## src/rtl/adc_average_packer.sv

```systemverilog
// Two-channel ADC window averager: sums 1/4/16/64 samples per enabled channel and
// emits one tagged 16-bit average word per channel into the downstream data FIFO.
module adc_average_packer (
  input  logic        clk,
  input  logic        reset,
  input  logic [1:0]  Channel_Select,
  input  logic [1:0]  in_set_average_points,
  input  logic        in_clear,
  input  logic        in_adc_valid,
  input  logic [11:0] in_adc_ch1,
  input  logic [11:0] in_adc_ch2,
  input  logic        in_fifo_full,
  output logic [15:0] out_data,
  output logic        out_wr_en,
  output logic        out_overrun
);

  typedef enum logic [1:0] {
    IDLE  = 2'd0,
    EMIT1 = 2'd1,
    EMIT2 = 2'd2
  } state_t;

  localparam logic [1:0] ID_CH1 = 2'b01;
  localparam logic [1:0] ID_CH2 = 2'b10;

  state_t      state;
  logic [17:0] acc1;
  logic [17:0] acc2;
  logic [5:0]  count;
  logic [1:0]  cfg_ch;
  logic [1:0]  cfg_avg;
  logic [11:0] hold_avg2;
  logic [1:0]  hold_code;
  logic        hold_ch2;
  logic        overrun;

  logic        window_start;
  logic [1:0]  cur_ch;
  logic [1:0]  cur_avg;
  logic [5:0]  last_idx;
  logic        sample_take;
  logic        window_end;
  logic [17:0] sum1;
  logic [17:0] sum2;
  logic [11:0] avg1;
  logic [11:0] avg2;
  logic        emitting;
  logic        fsm_free;

  // The first sample of a window sees the live controls; later samples see the latched copy.
  always_comb begin
    // NOTE: every always_comb output gets a default first so no path leaves it unassigned (no latch).
    last_idx = 6'd0;
    avg1     = 12'd0;
    avg2     = 12'd0;
    fsm_free = 1'b0;

    window_start = (count == 6'd0);
    cur_ch       = window_start ? Channel_Select : cfg_ch;
    cur_avg      = window_start ? in_set_average_points : cfg_avg;
    sample_take  = in_adc_valid && (cur_ch != 2'b00);

    case (cur_avg)
      2'b00:   last_idx = 6'd0;
      2'b01:   last_idx = 6'd3;
      2'b10:   last_idx = 6'd15;
      default: last_idx = 6'd63;
    endcase
    window_end = sample_take && (count == last_idx);

    sum1 = acc1 + (cur_ch[0] ? {6'd0, in_adc_ch1} : 18'd0);
    sum2 = acc2 + (cur_ch[1] ? {6'd0, in_adc_ch2} : 18'd0);

    // Dividing by 4^k is a right shift by 2k, so pick the 12-bit slice directly.
    case (cur_avg)
      2'b00: begin
        avg1 = sum1[11:0];
        avg2 = sum2[11:0];
      end
      2'b01: begin
        avg1 = sum1[13:2];
        avg2 = sum2[13:2];
      end
      2'b10: begin
        avg1 = sum1[15:4];
        avg2 = sum2[15:4];
      end
      default: begin
        avg1 = sum1[17:6];
        avg2 = sum2[17:6];
      end
    endcase

    emitting = (state != IDLE);

    // A new result is accepted only if the emitter is idle or emitting its final word now.
    case (state)
      IDLE:    fsm_free = 1'b1;
      EMIT1:   fsm_free = !hold_ch2;
      EMIT2:   fsm_free = 1'b1;
      default: fsm_free = 1'b0;
    endcase
  end

  assign out_wr_en   = emitting && !in_fifo_full;
  assign out_overrun = overrun;

  always_ff @(posedge clk) begin
    // NOTE: sequential state uses non-blocking assignments so every register samples pre-edge values.
    if (reset) begin
      state     <= IDLE;
      acc1      <= 18'd0;
      acc2      <= 18'd0;
      count     <= 6'd0;
      cfg_ch    <= 2'b00;
      cfg_avg   <= 2'b00;
      hold_avg2 <= 12'd0;
      hold_code <= 2'b00;
      hold_ch2  <= 1'b0;
      overrun   <= 1'b0;
      out_data  <= 16'h0000;
    end else if (in_clear) begin
      state     <= IDLE;
      acc1      <= 18'd0;
      acc2      <= 18'd0;
      count     <= 6'd0;
      hold_avg2 <= 12'd0;
      hold_code <= 2'b00;
      hold_ch2  <= 1'b0;
      overrun   <= 1'b0;
    end else begin
      if (emitting && in_fifo_full) begin
        overrun <= 1'b1;
      end

      if (in_adc_valid && window_start) begin
        cfg_ch  <= Channel_Select;
        cfg_avg <= in_set_average_points;
      end

      if (sample_take) begin
        if (window_end) begin
          acc1  <= 18'd0;
          acc2  <= 18'd0;
          count <= 6'd0;
        end else begin
          acc1  <= sum1;
          acc2  <= sum2;
          count <= count + 6'd1;
        end
      end

      if (window_end && fsm_free) begin
        hold_avg2 <= avg2;
        hold_code <= cur_avg;
        hold_ch2  <= cur_ch[1];
        if (cur_ch[0]) begin
          state    <= EMIT1;
          out_data <= {ID_CH1, cur_avg, avg1};
        end else begin
          state    <= EMIT2;
          out_data <= {ID_CH2, cur_avg, avg2};
        end
      end else begin
        if (window_end) begin
          overrun <= 1'b1;
        end
        case (state)
          EMIT1: begin
            if (hold_ch2) begin
              state    <= EMIT2;
              out_data <= {ID_CH2, hold_code, hold_avg2};
            end else begin
              state <= IDLE;
            end
          end
          EMIT2:   state <= IDLE;
          default: state <= IDLE;
        endcase
      end
    end
  end

endmodule

```

## config.mk

```make
export PLATFORM = sky130hd
export DESIGN_NAME = adc_average_packer
export DESIGN_NICKNAME = d
export VERILOG_FILES = /design/src/rtl/adc_average_packer.sv
export SDC_FILE = /design/constraint.sdc
export NUM_CORES = 1
export LEC_CHECK = 0
export ABC_AREA = 1
export CORE_MARGIN = 8
export CORE_UTILIZATION = 59
export DETAILED_ROUTE_END_ITERATION = 10
export DONT_BUFFER_PORTS = 1
export GPL_ROUTABILITY_DRIVEN = 0
export PLACE_DENSITY = 0.81
export SLEW_MARGIN = 20
export SYNTH_ARGS = -nofsm -noshare
export SYNTH_HDL_FRONTEND = slang
export SYNTH_SLANG_ARGS = --single-unit
```

## constraint.sdc

```tcl
create_clock -name clk -period 2.8 [get_ports clk]
set_input_delay 0.28 -clock clk [delete_from_list [all_inputs] [get_ports clk]]
set_output_delay 0.28 -clock clk [all_outputs]
set_load 0.02 [all_outputs]
```

Word-level counts from Yosys, hierarchy flattened. Index checks and enable logic that the tools add are counted.

Muxes and demuxes: 22. Reduce and logical (&&, ||, !) cells: 19. Add/sub/neg operators: 3. Eq/ne operators: 5. Bitwise operators: 1.

Operator list (count): $pmux W12 S3 (2); $mux W16 (4); $add A18 B12 Y18 (2); $mux W18 (2); $mux W12 (2); $pmux W6 S3 (1); $mux W2 (6); $reduce_bool A2 Y1 (4); $add A6 B1 Y6 const B (1); $eq A6 B6 Y1 (1); $logic_and A1 B1 Y1 (6); $logic_not A6 Y1 (1); $mux W6 (1); $eq A2 B1 Y1 const B (2); $eq A2 B2 Y1 const B (2); $logic_not A2 Y1 (2); $reduce_or A2 Y1 (2); $mux W1 (3); $reduce_and A3 Y1 (1); $logic_not A1 Y1 (2); $pmux W1 S2 (1); $reduce_and A2 Y1 (1); $not A1 Y1 (1).

Flip-flop bits (word level): 80. Input port bits: 33. Word-level logic and storage cells: 61.

Longest topological paths before layout.
Depth in word-level cells: 9. Mapped depth: 25. Gate-level depth less buffers: 25.

Worst setup path after synthesis. OpenSTA, ideal clock, no wires.

Path kind: register -> register. Start: register count[0]. End: register out_data[4]. Stages on the path, launching flop included: 23. Setup slack: -0.248 ns. Path buffers: 1. Arrival time: 2.931 ns. Period minus slack after synthesis: 3.048 ns. Setup time: 0.117 ns. Required time: 2.683 ns. Cell sequence: dfxtp_1 > inv_1 > ha_1 > nand3_4 > nand2_1 > nand2_1 > clkbuf_1 > nor2_1 > ha_1 > fa_1 > nand2_1 > nand2_1 > nand3_1 > nand2_1 > xor2_1 > nand2_1 > nand3_1 > nor2_1 > inv_1 > nand2_1 > nand2_1 > nor2_1 > nor2_1.

Longest elaborated chain between the ends: 9. Elaborated cells on any way between the ends: 23. Those cells by class: add/sub: 2; eq/ne: 3; mux: 9; reduce/logical: 9.

Ends and longest elaborated chain: from (decl) (RTL line 30) `logic [5:0] count;`; from (signal assigned) (RTL line 150) `count <= count + 6'd1;`; branches (longest 9 deep; another with $add A18 B12 Y18); to (signal assigned) (RTL line 160) `out_data <= {ID_CH1, cur_avg, avg1};`; to (signal assigned) (RTL line 163) `out_data <= {ID_CH2, cur_avg, avg2};`; to (signal assigned) (RTL line 173) `out_data <= {ID_CH2, hold_code, hold_avg2};`; to (decl) (RTL line 13) `output logic [15:0] out_data,`.

Several ways; the timed one is not identified. A chain may end at the register's enable or synchronous reset.

Worst setup path in the final report.
Start: register count[4]. End: register out_data[9].

Same word-level chain as after synthesis.

==> impl_metrics.toml <==
[outcome]
status = "finished with violations"
failing_checks = "setup timing"

[setup_path]
cp_cell_instances = "nor2_4, nand4_1, nand2_4, buf_12, nor2_1, ha_1, nand2_2, inv_1, a21oi_2, buf_4, nand4_1, nand2_2, nand2_1, nand2_1, nand2_1, nand2_1, nand3_2, nand2_2, nor2_2, nor2_1"
reg2reg_path_depth = 20
timing_worst_setup_path_type = "reg -> reg"
worst-path-max-fanout = 10
path_common_cell = "sky130_fd_sc_hd__nand2_1"
critical_path_arrival_ns = 3.20
critical_path_buf_inv_count = 3
worst_path_required_ns = 3.11
max_stage_delay_ns = 0.35
critical_path.endpoint_type = "register"
critical_path.reg2reg.startpoint = "count[4]"
ff2ff_setup_slack_ns = -0.09
crit_family = "simple AND/OR/NAND/NOR gates"
worst_path_max_delay_cell = "sky130_fd_sc_hd__dfxtp_2"
critical_path.startpoint_type = "register"
regToRegEndpoint = "out_data[9]"

[timing]
fmax_mhz = 346
timing.final.ws_setup_ns = -0.0899
holdWs_ns = 0.0475
max-slew-margin-rel = 0.261
finalMaxSlewViolations = 0
transition_time_at_the_pin_with_the_least_slew_margin_ns = 1.11
tns_ns = -0.419
min_period_ns = 2.89
setup_violations = 9
worst_clock_skew_ns = 0.0131
report.final.hold_viol_count = 0
rsz_0062_raised_after_global_routing = "true"
period_share = 1.03

[floorplanning]
die_y_um = 118
design.portCount = 51
core_um2 = 10200
num_rows = 37
initial_core_util = 0.603
chipWidth_um = 118
die_area_um2 = 14000

[power]
power.switching_mw = 1.09
comb_power_share = 0.278
clock_power_share = 0.341
power.sequential.fraction = 0.380
internal_power_mw = 2.02
switching_share = 0.350
cellPowerDensity_nw_per_um2 = 398
worst_ir_drop_vdd_mv = 0.316
p_leak_nw = 3.77

[flow_run]
max_capacitance_violation_count = 0

[routing]
vias = 7287
detail_route.wl_per_cell_um = 15.3
drc_errors = 0
drt-pass1-iter-count = 6
antenna_violating_nets_post_route = 0
detailedRoute.firstIterationViolations = 772
finalWirelength_um = 19800
routed_via_density = 5.64

[hold_path]
hold-path-cell-count = 3
hold_path.class = "in -> reg"
whs_endpoint = "out_data[5]"
timing.hold.worst.start = "reset"

[clock_network]
total_number_of_clock_tree_sinks = 80
cts_tree = "built"
htree_num_levels = 3
cts.clk_slew.worst_paths_ns = 0.10
clk_root_buffer_cell = "sky130_fd_sc_hd__clkbuf_8"
cts_made_buffers = 9
latest_clock_arrival_within_the_worst_skew_pair_ns = 0.37
clock_path_buffers = 2

[logic_synthesis]
synth_cells = 1055
register_bit_count_reported_by_yosys = 80
synth_warnings = 0
avgSynthCellArea_um2 = 5.84
synthDistinctLibCells = 39
mappedNetlistNets = 1116
synth-seq-area-share = 0.260
synthesis.area_um2 = 6170

[cells_and_area]
area_occupied_by_registers_um2 = 1610
final_cell_count_no_fill = 1292
final_layout_size_suffix_gt1_frac = 0.257
fin_nets = 1212
area_growth_syn_to_layout_pct = 26.7
layout_common_cells = "sky130_fd_sc_hd__nand2_1 (337), sky130_fd_sc_hd__inv_1 (129), sky130_fd_sc_hd__buf_4 (107)"
area_of_the_multi_input_gates_um2 = 4380
nFillCells = 793
commonest_non_fill_non_tap_cell_in_the_layout = "sky130_fd_sc_hd__nand2_1"
n_antenna_cell = 0

[grt]
grt_pass1_vias = 6723
antenna_found_initial = 0
grt_pass1_wl_um = 31000
track_usage = 0.264
pin_count_of_the_biggest_net_entering_global_routing = 55
globalRoute.totalOverflow = 0

[placed_design]
dp.cells = 1254
place.detailed.hpwl_um = 13400
placement.io_buffers = 0
## metrics by stage
| stage | instance area, um^2 | setup WS (ns) | total power [mW] | util |
|---|---|---|---|---|
| after detailed placement | 6850 | -0.140 | 1.93 | 0.670 |
| after floorplan | 6190 | 0.0123 | 1.67 | - |
| after global routing | 7810 | -0.288 | 3.22 | 0.764 |
| final | 7810 | -0.0899 | 3.11 | 0.764 |
| after CTS | 7240 | -0.0309 | 2.99 | 0.708 |
| after global placement | 6850 | -0.0782 | 1.92 | 0.670 |
## cells in the mapped netlist (all sizes together)
| library cell | instances | area share |
|---|---|---|
| and3 | 1 | 0.0012 |
| o21ai | 32 | 0.026 |
| fa | 2 | 0.0065 |
| o21bai | 1 | 0.0012 |
| nor3 | 8 | 0.0065 |
| a21oi | 82 | 0.067 |
| clkinv | 1 | 0.00081 |
| xor2 | 7 | 0.0099 |
| bufbuf | 1 | 0.0030 |
| nor2 | 104 | 0.070 |
| ha | 26 | 0.053 |
| nand4 | 27 | 0.030 |
| dfxtp | 80 | 0.26 |
| clkbuf | 13 | 0.0095 |
| nand3b | 6 | 0.0073 |
| nand2 | 404 | 0.25 |
| xnor2 | 3 | 0.0043 |
| and2 | 4 | 0.0041 |
| o2111ai | 1 | 0.0014 |
| nand3 | 95 | 0.080 |
| buf | 12 | 0.017 |
| o22ai | 1 | 0.0010 |
| o211ai | 1 | 0.0012 |
| inv | 143 | 0.087 |
## metal layers
layer,wire [um],share of wire,global-route usage,up-vias
met1,7840,0.40,0.310,3341
met2,9600,0.49,0.458,336
met4,751,0.038,0.117,0
met5,0,0,0,-
met3,1570,0.080,0.0514,69
li1,-,-,-,3541
## final cells by class
cell class / instances / share of cell area
Sequential cell: 80 / 0.206
Multi-Input combinational cell: 805 / 0.561
Tap cell: 136 / 0.0218
Clock buffer: 9 / 0.0159
Inverter: 144 / 0.0700
Timing Repair Buffer: 111 / 0.112
Clock inverter: 7 / 0.0139
## power by group through the flow
stage          combinational [mW]  clock, mW  sequential, mW
3_3_place_gp                0.715          0            1.21
5_1_grt                     0.934       1.10            1.19
4_1_cts                     0.752       1.05            1.18
6_report                    0.865       1.06            1.18
2_1_floorplan               0.470          0            1.20
3_5_place_dp                0.724          0            1.21
## worst reg2reg max path, cell delays in order, from the launching register on
cell and delay (ns):
sky130_fd_sc_hd__dfxtp_2 0.35, sky130_fd_sc_hd__nor2_4 0.21, sky130_fd_sc_hd__nand4_1 0.21, sky130_fd_sc_hd__nand2_4 0.16
sky130_fd_sc_hd__buf_12 0.14, sky130_fd_sc_hd__nor2_1 0.05, sky130_fd_sc_hd__ha_1 0.32, sky130_fd_sc_hd__nand2_2 0.12
sky130_fd_sc_hd__inv_1 0.06, sky130_fd_sc_hd__a21oi_2 0.18, sky130_fd_sc_hd__buf_4 0.14, sky130_fd_sc_hd__nand4_1 0.15
sky130_fd_sc_hd__nand2_2 0.15, sky130_fd_sc_hd__nand2_1 0.06, sky130_fd_sc_hd__nand2_1 0.05, sky130_fd_sc_hd__nand2_1 0.04
sky130_fd_sc_hd__nand2_1 0.06, sky130_fd_sc_hd__nand3_2 0.11, sky130_fd_sc_hd__nand2_2 0.11, sky130_fd_sc_hd__nor2_2 0.05
sky130_fd_sc_hd__nor2_1 0.10
## what timing repair did
action,4_1_cts,5_1_grt
hold buffers,1,0
setup buffers,9,11
hold endpoints to repair,2,0
endpoints found under the setup margin,22,60
pin swaps,14,49
cloned,0,1
resized for setup,29,136
## worst max-delay path by stage
| stage | startpoint | endpoint | slack, ns | depth (start not counted) |
|---|---|---|---|---|
| global placement | count[0] | out_data[7] | -0.08 | 22 |
| floorplan | count[0] | out_data[10] | 0.01 | 23 |
| finish | count[4] | out_data[9] | -0.09 | 20 |
| detailed placement | count[0] | out_data[10] | -0.14 | 23 |
| global route | count[0] | out_data[8] | -0.29 | 23 |
| CTS | count[5] | out_data[1] | -0.03 | 16 |
## registers in the layout, summed over array words and instances (netlist names), 2 cells and up
signal	cells
count	6
cfg_avg	2
state	2
acc1	18
out_data	16
hold_avg2	12
acc2	18
cfg_ch	2
hold_code	2
## kinds of logic (layout without fill, tap and decap cells)
family	count (synthesis)	after routing	synth area share
and+or+nand+nor	649	649	0.452
xor gates and xnor gates	10	10	0.0142
AOI/OAI and AO/OA	118	118	0.0974
DFF	80	80	0.260
adders and majority gates	28	28	0.0593
buffers and inverters	170	271	0.118
(Power assumes the default switching activity.)
